**config.mk**
```make
export PLATFORM = sky130hd
export DESIGN_NAME = gate_seq_ctrl_flat
export DESIGN_NICKNAME = d
export VERILOG_FILES = /design/src/rtl/gate_seq_pkg.sv /design/src/rtl/gate_seq_ctrl_if.sv /design/src/rtl/gate_vec_table.sv /design/src/rtl/gate_seq_ctrl.sv /design/src/flat_wrapper.sv
export SDC_FILE = /design/constraint.sdc
export NUM_CORES = 1
export LEC_CHECK = 0
export CAP_MARGIN = 20
export CORE_MARGIN = 3
export CORE_UTILIZATION = 64
export CTS_CLUSTER_DIAMETER = 120
export CTS_CLUSTER_SIZE = 24
export DETAILED_ROUTE_END_ITERATION = 7
export PLACE_DENSITY_LB_ADDON = 0.15
export SLEW_MARGIN = 5
export SYNTH_ARGS = -nofsm -noshare
export SYNTH_HDL_FRONTEND = slang
export SYNTH_SLANG_ARGS = --single-unit
```
**constraint.sdc**
```tcl
create_clock -name clk -period 5.2 [get_ports clk]
set_input_delay 1.04 -clock clk [delete_from_list [all_inputs] [get_ports clk]]
set_output_delay 1.04 -clock clk [all_outputs]
set_load 0.01 [all_outputs]
```
**src/rtl/gate_seq_pkg.sv**
```systemverilog
// Shared constants and table record layout for the gate test-vector sequencer.
package gate_seq_pkg;

  localparam int GATE_IN_W   = 4;
  localparam int GATE_OUT_W  = 10;
  // Storage width of the dwell field in a table record; DWELL_W of the
  // controller must not exceed this.
  localparam int DWELL_MAX_W = 8;

  localparam logic [1:0] ST_IDLE = 2'd0;
  localparam logic [1:0] ST_RUN  = 2'd1;
  localparam logic [1:0] ST_FIN  = 2'd2;

  typedef struct packed {
    logic [GATE_IN_W-1:0]   vec;
    logic [GATE_OUT_W-1:0]  exp;
    logic [DWELL_MAX_W-1:0] dwell;
  } entry_t;

endpackage

```
**src/rtl/gate_seq_ctrl_if.sv**
```systemverilog
// Host/configuration and gate-datapath signals of the sequencer.
interface gate_seq_ctrl_if
  import gate_seq_pkg::*;
#(
  parameter int NUM_VEC = 8,
  parameter int DWELL_W = 4
);

  localparam int IDX_W = $clog2(NUM_VEC);
  localparam int CNT_W = $clog2(NUM_VEC + 1);

  logic                  cfg_we;
  logic [IDX_W-1:0]      cfg_addr;
  logic [GATE_IN_W-1:0]  cfg_vec;
  logic [GATE_OUT_W-1:0] cfg_exp;
  logic [DWELL_W-1:0]    cfg_dwell;
  logic [IDX_W:0]        cfg_len;
  logic                  start;
  logic                  abort;
  logic [GATE_OUT_W-1:0] gate_o;
  logic                  gate_a;
  logic                  gate_b;
  logic                  gate_c;
  logic                  gate_d;
  logic                  busy;
  logic                  done;
  logic [CNT_W-1:0]      pass_cnt;
  logic [CNT_W-1:0]      fail_cnt;
  logic [IDX_W-1:0]      first_fail;
  logic                  fail_seen;

  modport slave (
    input  cfg_we, cfg_addr, cfg_vec, cfg_exp, cfg_dwell, cfg_len, start, abort, gate_o,
    output gate_a, gate_b, gate_c, gate_d, busy, done, pass_cnt, fail_cnt, first_fail, fail_seen
  );

  modport master (
    output cfg_we, cfg_addr, cfg_vec, cfg_exp, cfg_dwell, cfg_len, start, abort, gate_o,
    input  gate_a, gate_b, gate_c, gate_d, busy, done, pass_cnt, fail_cnt, first_fail, fail_seen
  );

endinterface

```
**src/rtl/gate_vec_table.sv**
```systemverilog
// Vector table: one synchronous write port, one asynchronous read port,
// whole array cleared by the asynchronous reset.
module gate_vec_table
  import gate_seq_pkg::*;
#(
  parameter int NUM_VEC = 8,
  parameter int IDX_W   = $clog2(NUM_VEC)
) (
  input  logic             clk,
  input  logic             reset_n,
  input  logic             we,
  input  logic [IDX_W-1:0] wr_addr,
  input  entry_t           wr_data,
  input  logic [IDX_W-1:0] rd_addr,
  output entry_t           rd_data
);

  localparam logic [IDX_W:0] DEPTH = (IDX_W + 1)'(NUM_VEC);

  entry_t mem [NUM_VEC];

  logic wr_ok;
  logic rd_ok;

  assign wr_ok = ({1'b0, wr_addr} < DEPTH);
  assign rd_ok = ({1'b0, rd_addr} < DEPTH);

  // Store one record per write strobe; reset wipes every entry.
  always_ff @(posedge clk or negedge reset_n) begin
    if (!reset_n) begin
      for (int i = 0; i < NUM_VEC; i++) begin
        mem[i] <= '0;
      end
    end else if (we && wr_ok) begin
      mem[wr_addr] <= wr_data;
    end
  end

  // Out-of-range reads return an empty record.
  always_comb begin
    rd_data = '0;
    if (rd_ok) begin
      rd_data = mem[rd_addr];
    end
  end

endmodule

```
**src/rtl/gate_seq_ctrl.sv**
```systemverilog
// Gate test-vector sequencer: drives table vectors onto the datapath for their
// dwell time, compares the datapath outputs on the last dwell cycle and keeps
// pass/fail statistics for the run.
module gate_seq_ctrl
  import gate_seq_pkg::*;
#(
  parameter int NUM_VEC = 8,
  parameter int DWELL_W = 4
) (
  input logic           clk,
  input logic           reset_n,
  gate_seq_ctrl_if.slave bus
);

  localparam int IDX_W = $clog2(NUM_VEC);
  localparam int CNT_W = $clog2(NUM_VEC + 1);
  localparam logic [IDX_W:0] DEPTH = (IDX_W + 1)'(NUM_VEC);

  logic [1:0]            state;
  logic [IDX_W-1:0]      idx;
  logic [IDX_W:0]        len;
  logic [DWELL_W-1:0]    dwell_cnt;
  logic [GATE_IN_W-1:0]  gate_vec;
  logic [GATE_OUT_W-1:0] cur_exp;
  logic [CNT_W-1:0]      pass_cnt;
  logic [CNT_W-1:0]      fail_cnt;
  logic [IDX_W-1:0]      first_fail;
  logic                  fail_seen;

  logic [IDX_W:0]        len_clamp;
  logic [IDX_W-1:0]      rd_addr;
  entry_t                rd_entry;
  entry_t                wr_entry;
  logic [DWELL_W-1:0]    dwell_load;
  logic                  last_vec;
  logic                  match;
  logic                  table_we;

  // The table only accepts writes while idle; the read port always points at
  // the record that will be loaded next (entry 0 at start, idx+1 while running).
  assign table_we = bus.cfg_we && (state == ST_IDLE);
  assign wr_entry = '{vec: bus.cfg_vec, exp: bus.cfg_exp, dwell: DWELL_MAX_W'(bus.cfg_dwell)};
  assign rd_addr  = (state == ST_RUN) ? idx + 1'b1 : '0;

  gate_vec_table #(
    .NUM_VEC (NUM_VEC),
    .IDX_W   (IDX_W)
  ) u_table (
    .clk     (clk),
    .reset_n (reset_n),
    .we      (table_we),
    .wr_addr (bus.cfg_addr),
    .wr_data (wr_entry),
    .rd_addr (rd_addr),
    .rd_data (rd_entry)
  );

  // Run length is capped at the table depth; a zero dwell still holds one cycle.
  always_comb begin
    len_clamp  = (bus.cfg_len > DEPTH) ? DEPTH : bus.cfg_len;
    dwell_load = (rd_entry.dwell == '0) ? DWELL_W'(1) : DWELL_W'(rd_entry.dwell);
    last_vec   = ({1'b0, idx} == (len - 1'b1));
    match      = (bus.gate_o == cur_exp);
  end

  // Sequencer FSM with dwell countdown and pass/fail scoreboard.
  always_ff @(posedge clk or negedge reset_n) begin
    if (!reset_n) begin
      state      <= ST_IDLE;
      idx        <= '0;
      len        <= '0;
      dwell_cnt  <= '0;
      gate_vec   <= '0;
      cur_exp    <= '0;
      pass_cnt   <= '0;
      fail_cnt   <= '0;
      first_fail <= '0;
      fail_seen  <= 1'b0;
    end else begin
      case (state)
        ST_IDLE: begin
          gate_vec <= '0;
          if (bus.start) begin
            len        <= len_clamp;
            idx        <= '0;
            pass_cnt   <= '0;
            fail_cnt   <= '0;
            first_fail <= '0;
            fail_seen  <= 1'b0;
            if (len_clamp == '0) begin
              state <= ST_FIN;
            end else begin
              state     <= ST_RUN;
              dwell_cnt <= dwell_load;
              gate_vec  <= rd_entry.vec;
              cur_exp   <= rd_entry.exp;
            end
          end
        end
        ST_RUN: begin
          if (bus.abort) begin
            state    <= ST_IDLE;
            gate_vec <= '0;
          end else if (dwell_cnt == DWELL_W'(1)) begin
            if (match) begin
              pass_cnt <= pass_cnt + 1'b1;
            end else begin
              fail_cnt <= fail_cnt + 1'b1;
              if (!fail_seen) begin
                first_fail <= idx;
                fail_seen  <= 1'b1;
              end
            end
            if (last_vec) begin
              state    <= ST_FIN;
              gate_vec <= '0;
            end else begin
              idx       <= idx + 1'b1;
              dwell_cnt <= dwell_load;
              gate_vec  <= rd_entry.vec;
              cur_exp   <= rd_entry.exp;
            end
          end else begin
            dwell_cnt <= dwell_cnt - 1'b1;
          end
        end
        ST_FIN: begin
          state    <= ST_IDLE;
          gate_vec <= '0;
        end
        default: begin
          state    <= ST_IDLE;
          gate_vec <= '0;
        end
      endcase
    end
  end

  assign bus.gate_a     = gate_vec[3];
  assign bus.gate_b     = gate_vec[2];
  assign bus.gate_c     = gate_vec[1];
  assign bus.gate_d     = gate_vec[0];
  assign bus.busy       = (state == ST_RUN);
  assign bus.done       = (state == ST_FIN);
  assign bus.pass_cnt   = pass_cnt;
  assign bus.fail_cnt   = fail_cnt;
  assign bus.first_fail = first_fail;
  assign bus.fail_seen  = fail_seen;

endmodule

```
**src/flat_wrapper.sv**
```systemverilog
// flat-port wrapper written by rule: the top's interface ports become plain ports
module gate_seq_ctrl_flat import gate_seq_pkg::*;
#(
  parameter int NUM_VEC = 8,
  parameter int DWELL_W = 4
)
  (clk, reset_n, bus_cfg_we, bus_cfg_addr, bus_cfg_vec, bus_cfg_exp, bus_cfg_dwell, bus_cfg_len, bus_start, bus_abort, bus_gate_o, bus_gate_a, bus_gate_b, bus_gate_c, bus_gate_d, bus_busy, bus_done, bus_pass_cnt, bus_fail_cnt, bus_first_fail, bus_fail_seen);
  gate_seq_ctrl_if #(.NUM_VEC(NUM_VEC), .DWELL_W(DWELL_W)) bus_i ();
  input logic clk;
  input logic reset_n;
  input wire logic [$bits(bus_i.cfg_we)-1:0] bus_cfg_we;
  input wire logic [$bits(bus_i.cfg_addr)-1:0] bus_cfg_addr;
  input wire logic [$bits(bus_i.cfg_vec)-1:0] bus_cfg_vec;
  input wire logic [$bits(bus_i.cfg_exp)-1:0] bus_cfg_exp;
  input wire logic [$bits(bus_i.cfg_dwell)-1:0] bus_cfg_dwell;
  input wire logic [$bits(bus_i.cfg_len)-1:0] bus_cfg_len;
  input wire logic [$bits(bus_i.start)-1:0] bus_start;
  input wire logic [$bits(bus_i.abort)-1:0] bus_abort;
  input wire logic [$bits(bus_i.gate_o)-1:0] bus_gate_o;
  output wire logic [$bits(bus_i.gate_a)-1:0] bus_gate_a;
  output wire logic [$bits(bus_i.gate_b)-1:0] bus_gate_b;
  output wire logic [$bits(bus_i.gate_c)-1:0] bus_gate_c;
  output wire logic [$bits(bus_i.gate_d)-1:0] bus_gate_d;
  output wire logic [$bits(bus_i.busy)-1:0] bus_busy;
  output wire logic [$bits(bus_i.done)-1:0] bus_done;
  output wire logic [$bits(bus_i.pass_cnt)-1:0] bus_pass_cnt;
  output wire logic [$bits(bus_i.fail_cnt)-1:0] bus_fail_cnt;
  output wire logic [$bits(bus_i.first_fail)-1:0] bus_first_fail;
  output wire logic [$bits(bus_i.fail_seen)-1:0] bus_fail_seen;
  assign bus_i.cfg_we = bus_cfg_we;
  assign bus_i.cfg_addr = bus_cfg_addr;
  assign bus_i.cfg_vec = bus_cfg_vec;
  assign bus_i.cfg_exp = bus_cfg_exp;
  assign bus_i.cfg_dwell = bus_cfg_dwell;
  assign bus_i.cfg_len = bus_cfg_len;
  assign bus_i.start = bus_start;
  assign bus_i.abort = bus_abort;
  assign bus_i.gate_o = bus_gate_o;
  assign bus_gate_a = bus_i.gate_a;
  assign bus_gate_b = bus_i.gate_b;
  assign bus_gate_c = bus_i.gate_c;
  assign bus_gate_d = bus_i.gate_d;
  assign bus_busy = bus_i.busy;
  assign bus_done = bus_i.done;
  assign bus_pass_cnt = bus_i.pass_cnt;
  assign bus_fail_cnt = bus_i.fail_cnt;
  assign bus_first_fail = bus_i.first_fail;
  assign bus_fail_seen = bus_i.fail_seen;
  gate_seq_ctrl #(.NUM_VEC(NUM_VEC), .DWELL_W(DWELL_W)) u_core (.clk(clk), .reset_n(reset_n), .bus(bus_i));
endmodule
```
### After elaboration in Yosys (flattened, before gate mapping)

Index checks and enable logic that the tools add are counted.

| word-level totals | value |
|---|---|
| logic and storage cells | 132 |
| bits of input ports | 40 |
| bits in registers | 215 |

| operators by class | value |
|---|---|
| reduce and logical (&&, ||, !) cells | 14 |
| $lt $le $gt $ge | 4 |
| muxes and demuxes | 57 |
| equal/unequal tests | 16 |
| $add $sub $neg | 5 |
| bitwise logic cells | 2 |

Operators with widths:

| operator | count |
|---|---|
| $bwmux 176 | 1 |
| $mux 4 | 19 |
| $bmux 22 s3 | 1 |
| $demux 22 s3 | 1 |
| $mux 22 | 3 |
| $mux 10 | 5 |
| $pmux 4 s2 | 4 |
| $mux 3 | 9 |
| $pmux 10 s2 | 1 |
| $reduce_and 5->1 | 4 |
| $ne 2x2->1 const B | 6 |
| $pmux 3 s2 | 2 |
| $reduce_and 6->1 | 2 |
| $eq 10x10->1 | 1 |
| $mux 2 | 5 |
| $add 4x1->4 const B | 2 |
| $ge 4x4->1 const B | 2 |
| $logic_not 8->1 | 1 |
| $not 3->4 | 2 |
| $sub 4x1->4 const B | 2 |
| $ne 3x2->1 const B | 2 |
| $eq 3x4->1 | 1 |
| $eq 4x1->1 const B | 1 |
| $gt 4x4->1 const B | 1 |
| 15 further kinds | 20 |

### Longest topological paths before layout

| depth | value |
|---|---|
| depth in word-level cells | 12 |
| mapped depth | 9 |
| depth with buffers taken out | 8 |

### Cells and area by module

Synthesis repeated with hierarchy kept, for this count alone.

| second synthesis, totals | value |
|---|---|
| cells, all modules | 656 |
| area total of the unflattened synthesis | 10,126.0 um^2 |

Modules (own cells, without submodules):

| module | area an instance (um^2) | seq. area each (um^2) | times used | cells each |
|---|---|---|---|---|
| gate_vec_table | 8,044.0 | 4,404.2 | 1 | 454 |
| gate_seq_ctrl | 2,082.0 | 975.9 | 1 | 202 |

### Worst setup path before layout

OpenSTA, ideal clock, no wires.

| timing path | value |
|---|---|
| path kind | input -> register |
| start | in bus_cfg_addr[0] |
| end | reg u_core.u_table.mem[32] (netlist name) |
| slack | 2,758 ps |
| data arrival time | 2,317 ps |
| stages | 5 |
| library setup time | 125 ps |
| path buffers | 2 |
| cell sequence | nor4b_2 -> and3_1 -> buf_2 -> buf_2 -> mux2_2 |

| between the ends | value |
|---|---|
| word-level cells in the longest chain between the ends | 6 |
| elaborated cells between the ends (all ways) | 7 |
| those cells by class | order compare: 2; mux: 3; bitwise: 1; reduce/logical: 1 |

Ends and longest elaborated chain:

| what | line | text |
|---|---|---|
| start, declared | flat_wrapper.sv:12 | `input wire logic [$bits(bus_i.cfg_addr)-1:0] bus_cfg_addr;` |
| $not 3->4 (implied by the code) * | gate_vec_table.sv:35 | `mem[wr_addr] <= wr_data;` |
| $ge 4x4->1 (implied by the code) or $lt 4x1->1 (tied branches) | gate_vec_table.sv:35 |  |
| $logic_and 1x1->1 (implied by the code) | gate_vec_table.sv:35 |  |
| $mux 22 (implied by the code) | gate_vec_table.sv:35 |  |
| $demux 22 s3 * | gate_vec_table.sv:35 |  |
| $bwmux 176 * | gate_vec_table.sv:35 |  |
| end signal, assigned by index | gate_vec_table.sv:35 |  |
| end, declared | gate_vec_table.sv:20 | `entry_t mem [NUM_VEC];` |

Mark *: on every way between the ends. The rest lies on a longest branch, timed or not.
A chain may end at the register's enable or synchronous reset.

### Worst setup path in the final report

| timing path | value |
|---|---|
| start | reg u_core.state[1] |
| end | out bus_busy |

| between the ends | value |
|---|---|
| word-level cells in the longest chain between the ends | 1 |

Ends and longest elaborated chain:

| what | line | text |
|---|---|---|
| start, declared | gate_seq_ctrl.sv:19 | `logic [1:0] state;` |
| start signal, assigned | gate_seq_ctrl.sv:69 | `state <= ST_IDLE;` |
| start signal, assigned | gate_seq_ctrl.sv:91 | `state <= ST_FIN;` |
| start signal, assigned | gate_seq_ctrl.sv:93 | `state <= ST_RUN;` |
| $eq 2x1->1 | gate_seq_ctrl.sv:143 | `assign bus.busy = (state == ST_RUN);` |
| end, declared | flat_wrapper.sv:24 | `output wire logic [$bits(bus_i.busy)-1:0] bus_busy;` |

Every way passes these cells.

==> flow_summary.yaml <==
power:
  powerDensity_nw_per_um2: 532.4
  comb_power_share_pct: 33.3
  intPower_mw: 3.603
  p_leak_nw: 4.267
  clockPowerShare_pct: 24.4
  power.total_mw: 5.274
  ir_drop_mv: 0.3789
  p_sw_mw: 1.672
  seq_power_share_pct: 42.3
  p_sw_share_pct: 31.69
die:
  dieHeight_um: 122.0
  die_x_um: 122.0
  die_area_sq_um: 14880
  rows: 41
  io_pins: 58
  floorplan.initialDensity_pct: 66.86
  coreArea_sq_um: 12880
clock_network:
  htree_levels: 4
  cts_tree: "yes"
  ctsResizeCount: 0
  clock_sinks: 183
  cts_made_buffers: 17
  clkTransAtPathRegs_ns: 0.06
  clk_latency_ns: 0.42
  cts_buffer_depth: 2
  holdBufCountCts: 0
  cts_root_buffer: "clkbuf_16"
  cts_setup_buffers: 0
timing:
  relSlewSlack_pct: 26.17
  setup_viol: 0
  finalHoldViolCount: 0
  skew_ns: 0.005850
  min_period_over_period_pct: 74.07
  holdWs_ns: 0.4951
  rsz0062_at_grt: "no"
  period_needed_ns: 3.852
  worst-slew-pin-transition_ns: 1.107
  fmax_mhz: 259.6
  slew_violations: 0
  tns_ns: 0
cells_and_area:
  synthToLayoutAreaGrowth_pct: 15.07
  final_layout_size_suffix_gt1_share_pct: 29.60
  n_antenna_cell: 0
  nets: 783
global_routing:
  antenna_found_initial: 0
  grt_pass1_vias: 5976
  grt_pass1_wl_um: 31130
  grt-ovfl-total: 0
  grt.total_usage_pct: 27.51
  grt_start_max_net_pins: 110
worst_setup_path:
  path_max_fanout: 19
  worstPathArrival_ns: 2.81
  critPathKind: "reg -> out"
  setup.worst_path.start_class: "register"
  cp.required_ns: 4.16
  worstSetupEndpointType: "primary output"
route:
  wire_per_inst_um: 20.97
  viasPerCell: 6.271
  totalWireLength_um: 19330
  first_iter_violations: 441
  vias: 5782
  drc_errors: 0
  drtPass1Iterations: 5
  ant_nets: 0
synthesis:
  ys_warn_count: 0
  synthesis.nets: 734
  syn_area_sq_um: 8610
  yosys.area.top_type_share_pct: 53.19
  synth_seq_area_share_pct: 53.19
  syn_avg_cell_area_sq_um: 12.51
  synth_edf_count: 0
  ys.flop_type: "dfrtp_1"
  synth_cells: 688
  synth_cell_types: 53
  yosys.area.top_type: "dfrtp_1"
  synthTopCellsByArea: "dfrtp_1, mux2_2, mux4_2, nand2_1, o21ai_0"
  ys_ff_latch: 183
  async_reset_ff_share_pct: 100.0
placed_design:
  gp_congestion: 0.8294
  hpwlAfterDp_um: 12050
  port_buffers: 57
status:
  outcome: "complete, no violations"
min_path:
  worstHoldPathType: "reg -> reg"
run:
  maxCapViolCount: 0
==> cells in the mapped netlist (3+ instances only) <==
master and number:
dfrtp_1 183, mux2_2 160, nand2_1 65, o21ai_0 29, nor3_1 24, a21oi_1 19
nor2_1 18, buf_2 17, clkbuf_1 14, mux4_2 14, xnor2_1 13, inv_1 10
o21ai_1 9, a211oi_1 7, nor2b_1 7, ha_1 6, xor2_1 6, a221oi_1 5
a22o_1 5, and2_1 5, nand3_1 5, nand3b_1 5, a21o_1 4, nand2b_1 4
nor4bb_1 4, or3_1 4, a31oi_1 3, and3_1 3, buf_6 3, mux2i_1 3
o22ai_1 3
==> sequential cells by signal, summed over array words and instances (netlist names) <==
| signal | count |
|---|---|
| u_core.len | 4 |
| u_core.bus.first_fail | 3 |
| u_core.bus.fail_cnt | 4 |
| u_core.idx | 3 |
| u_core.bus.fail_seen | 1 |
| u_core.bus.pass_cnt | 4 |
| u_core.dwell_cnt | 4 |
| u_core.gate_vec | 4 |
| u_core.state | 2 |
| u_core.cur_exp | 10 |
| u_core.u_table.mem | 144 |
==> cells by family (layout without fill, tap and decap cells) <==
logic type,Yosys count,count (layout),synth area share [%]
XOR/XNOR,19,19,1.933
flip-flops,183,183,53.19
multiplexers,177,177,24.94
buffers and inverters,46,108,2.514
AO/OA/AOI/OAI,100,100,7.368
AND/OR/NAND/NOR,157,157,9.184
adder cells (fa/ha/maj),6,6,0.8719
==> stage by stage <==
step / utilization (%) / setup slack [ns] / std cells / instance area [sq um]
finish: 76.94 / 1.348 / 922 / 9907
global route: 76.94 / 1.148 / 922 / 9907
CTS: 76.73 / 1.376 / 921 / 9879
detailed placement: 72.09 / 1.618 / 889 / 9283
global placement: 72.09 / 1.695 / 889 / 9283
floorplan: - / 2.758 / 688 / 8610
==> critical path: stages (launching register included) <==
cell and delay [ns]:
dfrtp_1 0.66, nand2b_1 0.70, inv_1 0.43, clkdlybuf4s50_1 0.60
==> area by class of cell <==
class,count,area (sq um)
Sequential cell,183,4579
Multi-Input combinational cell,459,3819
Fill cell,834,2969
Timing Repair Buffer,66,659.4
Inverter,10,37.54
Clock buffer,25,505.5
Clock inverter,7,91.34
Tap cell,172,215.2
==> per-layer routing <==
layer	up-vias	share of wire, %	global-route usage [%]
met1	3021	43	36.75
met3	14	5.0	6.407
met2	147	51	46.13
li1	2600	-	-
met5	-	0	0
met4	0	1.1	6.793
==> power groups by stage <==
stage                     Sequential [mW]  Combinational (mW)  Clock (mW)
after floorplan                      2.16                1.30           0
after global placement               2.20                1.67           0
after detailed placement             2.24                1.73           0
after CTS                            2.22                1.75        1.30
after global routing                 2.29                1.92        1.37
final                                2.23                1.76        1.29
==> cells in the final DEF, fill, tap and decap left out, types with 4 or more instances in the layout <==
master / instances
nand2_1: 65
clkdlybuf4s50_1: 56
a21oi_1: 19
nand3b_1: 5
clkbuf_16: 17
or3_1: 4
nand3_1: 5
nor2b_1: 7
clkbuf_8: 5
a221oi_1: 5
dfrtp_1: 183
and2_1: 5
a22o_1: 5
o21ai_1: 9
xnor2_1: 13
buf_4: 8
mux4_2: 14
o21ai_0: 29
ha_1: 6
inv_1: 10
nor3_1: 24
a211oi_1: 7
mux2_2: 160
nor2_1: 18
nand2b_1: 4
nor4bb_1: 4
xor2_1: 6
a21o_1: 4
==> worst paths after layout <==
kind	startpoint	endpoint	slack (ns)	cells after the start
max in group asynchronous	reset_n	u_core.u_table.mem[154]	3.34	2
min reg2reg	u_core.gate_vec[0]	u_core.gate_vec[0]	0.50	2
max reg2reg	u_core.state[1]	u_core.cur_exp[3]	1.91	7
min in group asynchronous	reset_n	u_core.bus.pass_cnt[3]	0.71	1
max	u_core.state[1]	bus_busy	1.35	3
min	u_core.gate_vec[0]	u_core.gate_vec[0]	0.50	2
(Power assumes the default switching activity.)
